[config.mk]
export PLATFORM = sky130hd
export DESIGN_NAME = load_store_unit
export DESIGN_NICKNAME = d
export VERILOG_FILES = /design/src/rtl/load_store_unit.sv
export SDC_FILE = /design/constraint.sdc
export NUM_CORES = 1
export LEC_CHECK = 0
export CAP_MARGIN = 40
export CELL_PAD_IN_SITES_DETAIL_PLACEMENT = 0
export CELL_PAD_IN_SITES_GLOBAL_PLACEMENT = 1
export CORE_MARGIN = 2
export CORE_UTILIZATION = 34
export DETAILED_ROUTE_END_ITERATION = 7
export MAX_ROUTING_LAYER = met4
export PLACE_DENSITY = 0.8
export SLEW_MARGIN = 20
export SYNTH_ARGS = -nofsm -noshare
export SYNTH_HDL_FRONTEND = slang
export SYNTH_SLANG_ARGS = --single-unit
[constraint.sdc]
create_clock -name wb_clk -period 2.7 [get_ports wb_clk]
set_clock_uncertainty 0.1 [all_clocks]
set_input_delay 0.81 -clock wb_clk [delete_from_list [all_inputs] [get_ports wb_clk]]
set_output_delay 0.81 -clock wb_clk [all_outputs]
set_load 0.02 [all_outputs]
[src/rtl/load_store_unit.sv]
// Load/store unit bridging CPU byte/half/word accesses to a 32-bit Wishbone master port.
// Define LSU_MISALIGN_TRAP_EN to trap misaligned half/word accesses instead of issuing them.
module load_store_unit #(
    parameter int unsigned TIMEOUT = 255
) (
    input  logic        wb_clk,
    input  logic        wb_rst,
    input  logic        req_valid,
    input  logic        req_we,
    input  logic [1:0]  req_size,
    input  logic        req_unsigned,
    input  logic [31:0] req_addr,
    input  logic [31:0] req_wdata,
    output logic        busy,
    output logic        rsp_valid,
    output logic [31:0] rsp_rdata,
    output logic        rsp_err,
    output logic        wb_cyc_o,
    output logic        wb_stb_o,
    output logic        wb_we_o,
    output logic [31:0] wb_addr_o,
    output logic [31:0] wb_dat_o,
    input  logic [31:0] wb_dat_i,
    input  logic        wb_ack_i,
    output logic [1:0]  dbg_state
);

    // Handshake: a request is taken only when req_valid is high in IDLE (busy low);
    // the result is reported by a single-cycle rsp_valid pulse in DONE.
    typedef enum logic [1:0] {IDLE = 2'd0, RD = 2'd1, WR = 2'd2, DONE = 2'd3} state_t;

    localparam logic [31:0] TO_LAST = 32'(TIMEOUT - 1);

    state_t      state, state_next;
    logic        c_we;
    logic [1:0]  c_size;
    logic        c_unsigned;
    logic [1:0]  c_lane;
    logic [15:0] c_wdata;
    logic [31:0] to_cnt;
    logic        cyc;

    logic        ack_ok;
    logic        timeout_hit;
    logic        misalign;
    logic [7:0]  lane_byte;
    logic [15:0] lane_half;
    logic [31:0] load_ext;
    logic [31:0] merged;

    assign ack_ok      = cyc & wb_ack_i;
    assign timeout_hit = (TIMEOUT != 0) && (to_cnt == TO_LAST);

`ifdef LSU_MISALIGN_TRAP_EN
    assign misalign = ((req_size == 2'b01) && req_addr[0]) ||
                      (req_size[1] && (req_addr[1:0] != 2'b00));
`else
    assign misalign = 1'b0;
`endif

    // Little-endian lane extraction and extension of the returned word.
    always_comb begin
        lane_byte = 8'h00;
        case (c_lane)
            2'd0: lane_byte = wb_dat_i[7:0];
            2'd1: lane_byte = wb_dat_i[15:8];
            2'd2: lane_byte = wb_dat_i[23:16];
            2'd3: lane_byte = wb_dat_i[31:24];
            default: lane_byte = 8'h00;
        endcase
        lane_half = c_lane[1] ? wb_dat_i[31:16] : wb_dat_i[15:0];
        case (c_size)
            2'b00:   load_ext = {{24{~c_unsigned & lane_byte[7]}}, lane_byte};
            2'b01:   load_ext = {{16{~c_unsigned & lane_half[15]}}, lane_half};
            default: load_ext = wb_dat_i;
        endcase
    end

    // Sub-word store: overwrite the addressed lanes of the word just read.
    always_comb begin
        merged = wb_dat_i;
        if (c_size == 2'b00) begin
            merged[{c_lane, 3'b000} +: 8] = c_wdata[7:0];
        end else begin
            merged[{c_lane[1], 4'b0000} +: 16] = c_wdata;
        end
    end

    always_comb begin
        state_next = state;
        case (state)
            IDLE: begin
                if (req_valid) begin
                    if (misalign) begin
                        state_next = DONE;
                    end else if (req_we && req_size[1]) begin
                        state_next = WR;
                    end else begin
                        state_next = RD;
                    end
                end
            end
            RD: begin
                if (ack_ok) begin
                    state_next = c_we ? WR : DONE;
                end else if (timeout_hit) begin
                    state_next = DONE;
                end
            end
            WR: begin
                if (ack_ok || timeout_hit) begin
                    state_next = DONE;
                end
            end
            DONE:    state_next = IDLE;
            default: state_next = IDLE;
        endcase
    end

    always_ff @(posedge wb_clk) begin
        if (wb_rst) begin
            state      <= IDLE;
            cyc        <= 1'b0;
            wb_we_o    <= 1'b0;
            wb_addr_o  <= 32'h0;
            wb_dat_o   <= 32'h0;
            rsp_rdata  <= 32'h0;
            rsp_err    <= 1'b0;
            to_cnt     <= 32'h0;
            c_we       <= 1'b0;
            c_size     <= 2'b00;
            c_unsigned <= 1'b0;
            c_lane     <= 2'b00;
            c_wdata    <= 16'h0;
        end else begin
            state <= state_next;
            case (state)
                IDLE: begin
                    if (req_valid) begin
                        c_we       <= req_we;
                        c_size     <= req_size;
                        c_unsigned <= req_unsigned;
                        c_lane     <= req_addr[1:0];
                        c_wdata    <= req_wdata[15:0];
                        wb_addr_o  <= {req_addr[31:2], 2'b00};
                        wb_dat_o   <= req_wdata;
                        to_cnt     <= 32'h0;
                        if (misalign) begin
                            cyc       <= 1'b0;
                            wb_we_o   <= 1'b0;
                            rsp_err   <= 1'b1;
                            rsp_rdata <= 32'h0;
                        end else begin
                            cyc     <= 1'b1;
                            wb_we_o <= req_we & req_size[1];
                        end
                    end
                end
                RD: begin
                    if (ack_ok) begin
                        to_cnt <= 32'h0;
                        if (c_we) begin
                            // Bus cycle continues straight into the write of the merged word.
                            wb_dat_o <= merged;
                            wb_we_o  <= 1'b1;
                        end else begin
                            cyc       <= 1'b0;
                            rsp_rdata <= load_ext;
                            rsp_err   <= 1'b0;
                        end
                    end else if (timeout_hit) begin
                        cyc       <= 1'b0;
                        rsp_rdata <= 32'h0;
                        rsp_err   <= 1'b1;
                    end else begin
                        to_cnt <= to_cnt + 32'd1;
                    end
                end
                WR: begin
                    if (ack_ok || timeout_hit) begin
                        cyc       <= 1'b0;
                        wb_we_o   <= 1'b0;
                        rsp_rdata <= 32'h0;
                        rsp_err   <= ~ack_ok;
                    end else begin
                        to_cnt <= to_cnt + 32'd1;
                    end
                end
                default: ;
            endcase
        end
    end

    assign wb_cyc_o  = cyc;
    assign wb_stb_o  = cyc;
    assign busy      = (state != IDLE);
    assign rsp_valid = (state == DONE);
    assign dbg_state = state;

endmodule
Word level (Yosys, flattened, before mapping). Cells that the tools add are included.

Flip-flop bits (word level): 153. Input bits: 104. Output and inout bits: 104. Logic and storage cells: 99.

$add $sub $neg: 3. Equality and inequality tests: 16. Shift operators: 4. Mux-type cells: 41. Bitwise operators: 6. Reduce and logical (&&, ||, !) cells: 16.

Operators with widths (number): 32-bit 2-to-1 mux (12); 32-bit case mux with 2 select lines (3); 32-bit case mux with 3 select lines (1); 32-bit bitwise mux (2); 32-bit by 1-bit adder with 32-bit output, second input constant (1); 32-bit by 8-bit == test with 1-bit output, second input constant (1); 8-bit case mux with 4 select lines (1); 16-bit by 7-bit variable shift with 32-bit output, first input constant (1); 8-bit by 7-bit variable shift with 32-bit output, first input constant (1); 16-bit by 7-bit variable part select with 32-bit output (1); 8-bit by 7-bit variable part select with 32-bit output (1); 16-bit 2-to-1 mux (1); 5-bit negator with 7-bit output (2); 1-bit 2-to-1 mux (12); 4-bit AND reduction (3); 2-bit 2-to-1 mux (5); 2-bit != test, second input constant (5); 5-bit AND reduction (2); 3-bit != test, second input constant (3); 2-bit == test, second input constant (4); 2-bit case mux with 4 select lines (1); 2-bit by 1-bit == test with 1-bit output, second input constant (3); 2-bit logical NOT (3); 1-bit case mux with 3 select lines (2); other kinds (9) (15).

Depth between registers and ports, before layout.
Word-level depth: 7. Gate-level depth with buffers: 10. Mapped depth without buffers: 8.

Worst setup path after synthesis. OpenSTA, ideal clock, no wires.

Path kind: flip-flop to flip-flop. Start point: register state[0] (netlist: dbg_state[0]). End point: register to_cnt[28]. Library setup time: 0.074 ns. Arrival time: 2.266 ns. Path slack: 0.260 ns. Stages on the path, launching flop included: 10. Cell sequence: dfxtp_1 > inv_1 > ha_1 > inv_1 > nor2_1 > nand2_1 > nor3_1 > clkbuf_1 > nand4_1 > o21ai_0.

Cells in the longest elaborated chain, start to end: 3. Elaborated cells on any way between the ends: 9. Classes of those cells: eq/ne: 5; mux: 1; reduce/logical: 3.

Ends and longest elaborated chain: start, declared (line 34) `state_t state, state_next;`; start signal, assigned (line 136) `state <= state_next;`; 2-bit by 1-bit == test with 1-bit output (tied with other cells) (line 137) `case (state)`; 3-bit != test (no line) (tied with other cells); 4-bit AND reduction (no line); end signal, assigned (line 176) `to_cnt <= to_cnt + 32'd1;`; end signal, assigned (line 186) `to_cnt <= to_cnt + 32'd1;`; end, declared (line 40) `logic [31:0] to_cnt;`.

Parallel ways exist; a longest one is shown, timed or not. A chain may end at the register's enable or synchronous reset.

Worst setup path in the final report.
Start point: register to_cnt[7]. End point: register rsp_rdata[8].

Cells in the longest elaborated chain, start to end: 4. Elaborated cells on any way between the ends: 5. Classes of those cells: eq/ne: 3; reduce/logical: 2.

Ends and longest elaborated chain: 32-bit by 8-bit == test with 1-bit output * (line 52) `assign timeout_hit = (TIMEOUT != 0) && (to_cnt == TO_LAST);`; 1-bit logical OR (line 180) `if (ack_ok || timeout_hit) begin`; 2-bit != test (no line); 4-bit AND reduction (no line) *; end signal, assigned (line 168) `rsp_rdata <= load_ext;`; end, declared (line 16) `output logic [31:0] rsp_rdata,`.

Mark *: on every way between the ends. The rest lies on a longest branch, timed or not.

==> impl_metrics.ini <==
[status]
outcome = complete, no violations

[global_route]
number_of_antenna_violations_at_the_first_check_in_global_routing = 0
globalRouteTotalUtil = 0.225
global_route.overflow_total = 0
grt_pass1_wl_um = 38700
grt_pass1_vias = 7181
grt_max_degree = 65

[yosys]
syn_inst = 933
post_synth_edffs = 0
netlist-cell-type-count = 61
yosysSeqAreaShare = 0.421
warnings_synthesis = 0
ys_seq_elements = 153
synth_flop_cell = sky130_fd_sc_hd__dfxtp_1
synthesis.area_um2 = 7280
synthArstFlopShare = 0
synthesis.area_per_instance_um2 = 7.80

[pwr]
worst_ir_drop_on_vdd_uv = 468
power_density_nw_per_um2 = 823
fin_total_pwr_mw = 8.60
p_leak_nw = 3.79

[detailed_routing]
drtPass1Iterations = 8
detail_route.wl_per_cell_um = 17.7
num_vias = 7734
drc = 0
post_drt_via_cell_ratio = 5.40
number_of_design_rule_violations_left_by_the_first_detailed_router_iteration = 653
route.final.wire_length_um = 25400
ant_nets = 0

[flow_run]
max_cap_viol_count = 0

[sta]
setup_viol_count_final = 0
layout_worst_path_cycle_share = 0.914
rsz_0062_raised_after_global_routing = no
timing_max_transition_violations_final = 0
setup_tns_ns = 0
holdWs_ns = 0.349
max_slew.worst_pin.slew_ns = 0.645
final-hold-violation-count = 0
fmaxAchievable_mhz = 405
worst_slew_margin_rel = 0.567
post-route-min-period_ns = 2.47

[worst_setup_path]
critPathTopFamily = simple AND/OR/NAND/NOR gates
crit_required_ns = 2.91
number_of_buffer_and_inverter_stages_on_the_critical_path = 0
cp_cell_sequence = nor4bb_1 -> nand4_1 -> o31ai_4 -> o211ai_4 -> and2_4 -> a22o_1
crit_type = reg -> reg
critPathCaptureType = register
r2r_cells = 6
regToRegStartpoint = to_cnt[7]
reg_to_reg_critical_path_endpoint = rsp_rdata[8]
cpMaxStageDelayCell = sky130_fd_sc_hd__o31ai_4
reg2reg_slack_ns = 0.23
maximum_fanout_along_the_worst_path = 25
critPathMaxStageDelay_ns = 0.49
worst_path_arrival_time_ns = 2.68
start_kind = register

[floorplanning]
rows = 53
coreArea_um2 = 21000
die_width_um = 150
floorplan.initialDensity = 0.346
pin_count = 208
die-area_um2 = 22600
die_h_um = 150

[layout]
layoutNonFillerInstCount = 1433
n_fill_cell = 2040
layout.cells.most_common = sky130_fd_sc_hd__clkdlybuf4s50_1
fraction_of_final_layout_cells_with_drive_strength_greater_than_1 = 0.0941
diodes = 0
multi_input_comb_area_um2 = 3900
finish.net_count = 1261
layout_common_cells = sky130_fd_sc_hd__clkdlybuf4s50_1 (202), sky130_fd_sc_hd__nand2_1 (194), sky130_fd_sc_hd__dfxtp_1 (153), sky130_fd_sc_hd__a21oi_1 (122), sky130_fd_sc_hd__nor2_1 (93)
footprint_of_the_flip_flops_and_latches_um2 = 3060
layout-area-overhead-vs-synth_pct = 43.5

[cts]
cts_tree = yes
tritoncts.num_buffers = 17
cts.hold.buffers_added = 0
source_to_sink_clock_delay_at_the_later_pin_of_the_worst_skew_pair_ns = 0.43
cts_root_buf = sky130_fd_sc_hd__clkbuf_16
cts_max_path_buffers = 2
post_cts_clock_slew_at_the_launch_and_capture_registers_of_the_worst_setup_and_hold_paths_ns = 0.07
htree_levels = 4
numClockSinks = 153

[worst_hold_path]
holdPathStages = 2
timing.hold.worst_endpoint = wb_dat_o[27]
holdCritStartpoint = wb_dat_o[27]
worstHoldPathType = reg -> reg

[place]
buffer_ports.inserted = 205
gpl.final_weighted_congestion = 0.927
place.detailed.hpwl_um = 18300
dpl.cell_count = 1402
[cell type report]
cell class / count / area share
Timing Repair Buffer: 260 / 0.240
Sequential cell: 153 / 0.293
Tap cell: 275 / 0.0329
Inverter: 13 / 0.00467
Clock buffer: 17 / 0.0407
Clock inverter: 14 / 0.0154
Multi-Input combinational cell: 701 / 0.373
[worst min-delay path, cell delays in order (launching register included)]
cell	delay (ns)
sky130_fd_sc_hd__dfxtp_1	0.31
sky130_fd_sc_hd__nand2_1	0.05
sky130_fd_sc_hd__a21oi_1	0.05
[power by group]
part	internal, mW	switching (mW)	leakage, nW
clock	1.38	1.05	0.272
sequential	2.60	0.252	1.25
combinational	1.41	1.91	2.27
total	5.39	3.21	3.79
[worst max-delay path by stage]
| stage | from | endpoint | depth (start not counted) |
|---|---|---|---|
| final | to_cnt[7] | rsp_rdata[8] | 6 |
| after detailed placement | wb_ack_i | rsp_rdata[12] | 9 |
| after CTS | dbg_state[1] | busy | 4 |
| after global routing | to_cnt[7] | rsp_rdata[8] | 6 |
| after floorplan | dbg_state[0] | to_cnt[28] | 9 |
| after global placement | wb_ack_i | rsp_rdata[10] | 9 |
[state kept, by name, indices dropped and copies added, names as in the netlist, 2 cells and up]
| name | flops |
|---|---|
| c_lane | 2 |
| c_size | 2 |
| c_wdata | 16 |
| dbg_state | 2 |
| rsp_rdata | 32 |
| to_cnt | 32 |
| wb_addr_o | 30 |
| wb_dat_o | 32 |
[per-layer routing]
| layer | share of wire | vias up | GRT usage |
|---|---|---|---|
| met4 | 0.024 | 0 | 0.0849 |
| met3 | 0.070 | 33 | 0.0488 |
| met2 | 0.45 | 284 | 0.338 |
| met5 | 0 | - | - |
| li1 | - | 3805 | - |
| met1 | 0.45 | 3612 | 0.298 |
[metrics by stage]
stage / area, um2 / setup WS, ns / util
3_5_place_dp: 9860 / -0.0557 / 0.469
5_1_grt: 10400 / 0.0960 / 0.497
4_1_cts: 10400 / 0.0620 / 0.497
6_report: 10400 / 0.231 / 0.497
3_3_place_gp: 9860 / -0.0229 / 0.469
2_1_floorplan: 7280 / 0.260 / -
[cells in the mapped netlist, types with 3 or more instances]
library cell,number,area share
sky130_fd_sc_hd__a211o_1,16,0.019
sky130_fd_sc_hd__a211oi_1,3,0.0031
sky130_fd_sc_hd__a21oi_1,122,0.084
sky130_fd_sc_hd__a222oi_1,18,0.025
sky130_fd_sc_hd__a22o_1,3,0.0036
sky130_fd_sc_hd__a22oi_1,6,0.0062
sky130_fd_sc_hd__a311o_1,16,0.022
sky130_fd_sc_hd__a31o_2,6,0.0072
sky130_fd_sc_hd__a31oi_1,13,0.011
sky130_fd_sc_hd__and2_1,5,0.0043
sky130_fd_sc_hd__and3_1,6,0.0052
sky130_fd_sc_hd__and4_1,3,0.0036
sky130_fd_sc_hd__buf_1,4,0.0021
sky130_fd_sc_hd__buf_4,3,0.0031
sky130_fd_sc_hd__buf_6,3,0.0046
sky130_fd_sc_hd__clkbuf_1,54,0.028
sky130_fd_sc_hd__dfxtp_1,153,0.42
sky130_fd_sc_hd__ha_1,11,0.019
sky130_fd_sc_hd__inv_1,13,0.0067
sky130_fd_sc_hd__mux2i_1,3,0.0041
sky130_fd_sc_hd__nand2_1,195,0.10
sky130_fd_sc_hd__nand2b_1,3,0.0026
sky130_fd_sc_hd__nand3_1,19,0.013
sky130_fd_sc_hd__nand4_1,9,0.0077
sky130_fd_sc_hd__nor2_1,94,0.048
sky130_fd_sc_hd__nor3_1,6,0.0041
sky130_fd_sc_hd__nor4_1,6,0.0052
sky130_fd_sc_hd__o21ai_0,61,0.042
sky130_fd_sc_hd__o221ai_1,7,0.0084
sky130_fd_sc_hd__o22ai_1,4,0.0034
sky130_fd_sc_hd__o2bb2ai_1,22,0.026
sky130_fd_sc_hd__o31ai_1,10,0.010
[cell families (layout without fill, tap and decap cells)]
family	Yosys count	in the layout	synth area share
muxes	3	3	0.00412
buffers and inverters	80	304	0.0464
AOI/OAI and AO/OA	324	324	0.296
adders and majority gates	11	11	0.0189
DFF	153	153	0.421
other	1	2	0.000515
and+or+nand+nor	361	361	0.214
[timing repair]
action	4_1_cts	5_1_grt
buffers inserted	0	0
endpoints found under the hold margin	0	0
gates resized for setup	1	3
endpoints found under the setup margin	1	2
pin swaps	0	0
Power figures use the tool's default switching activity.
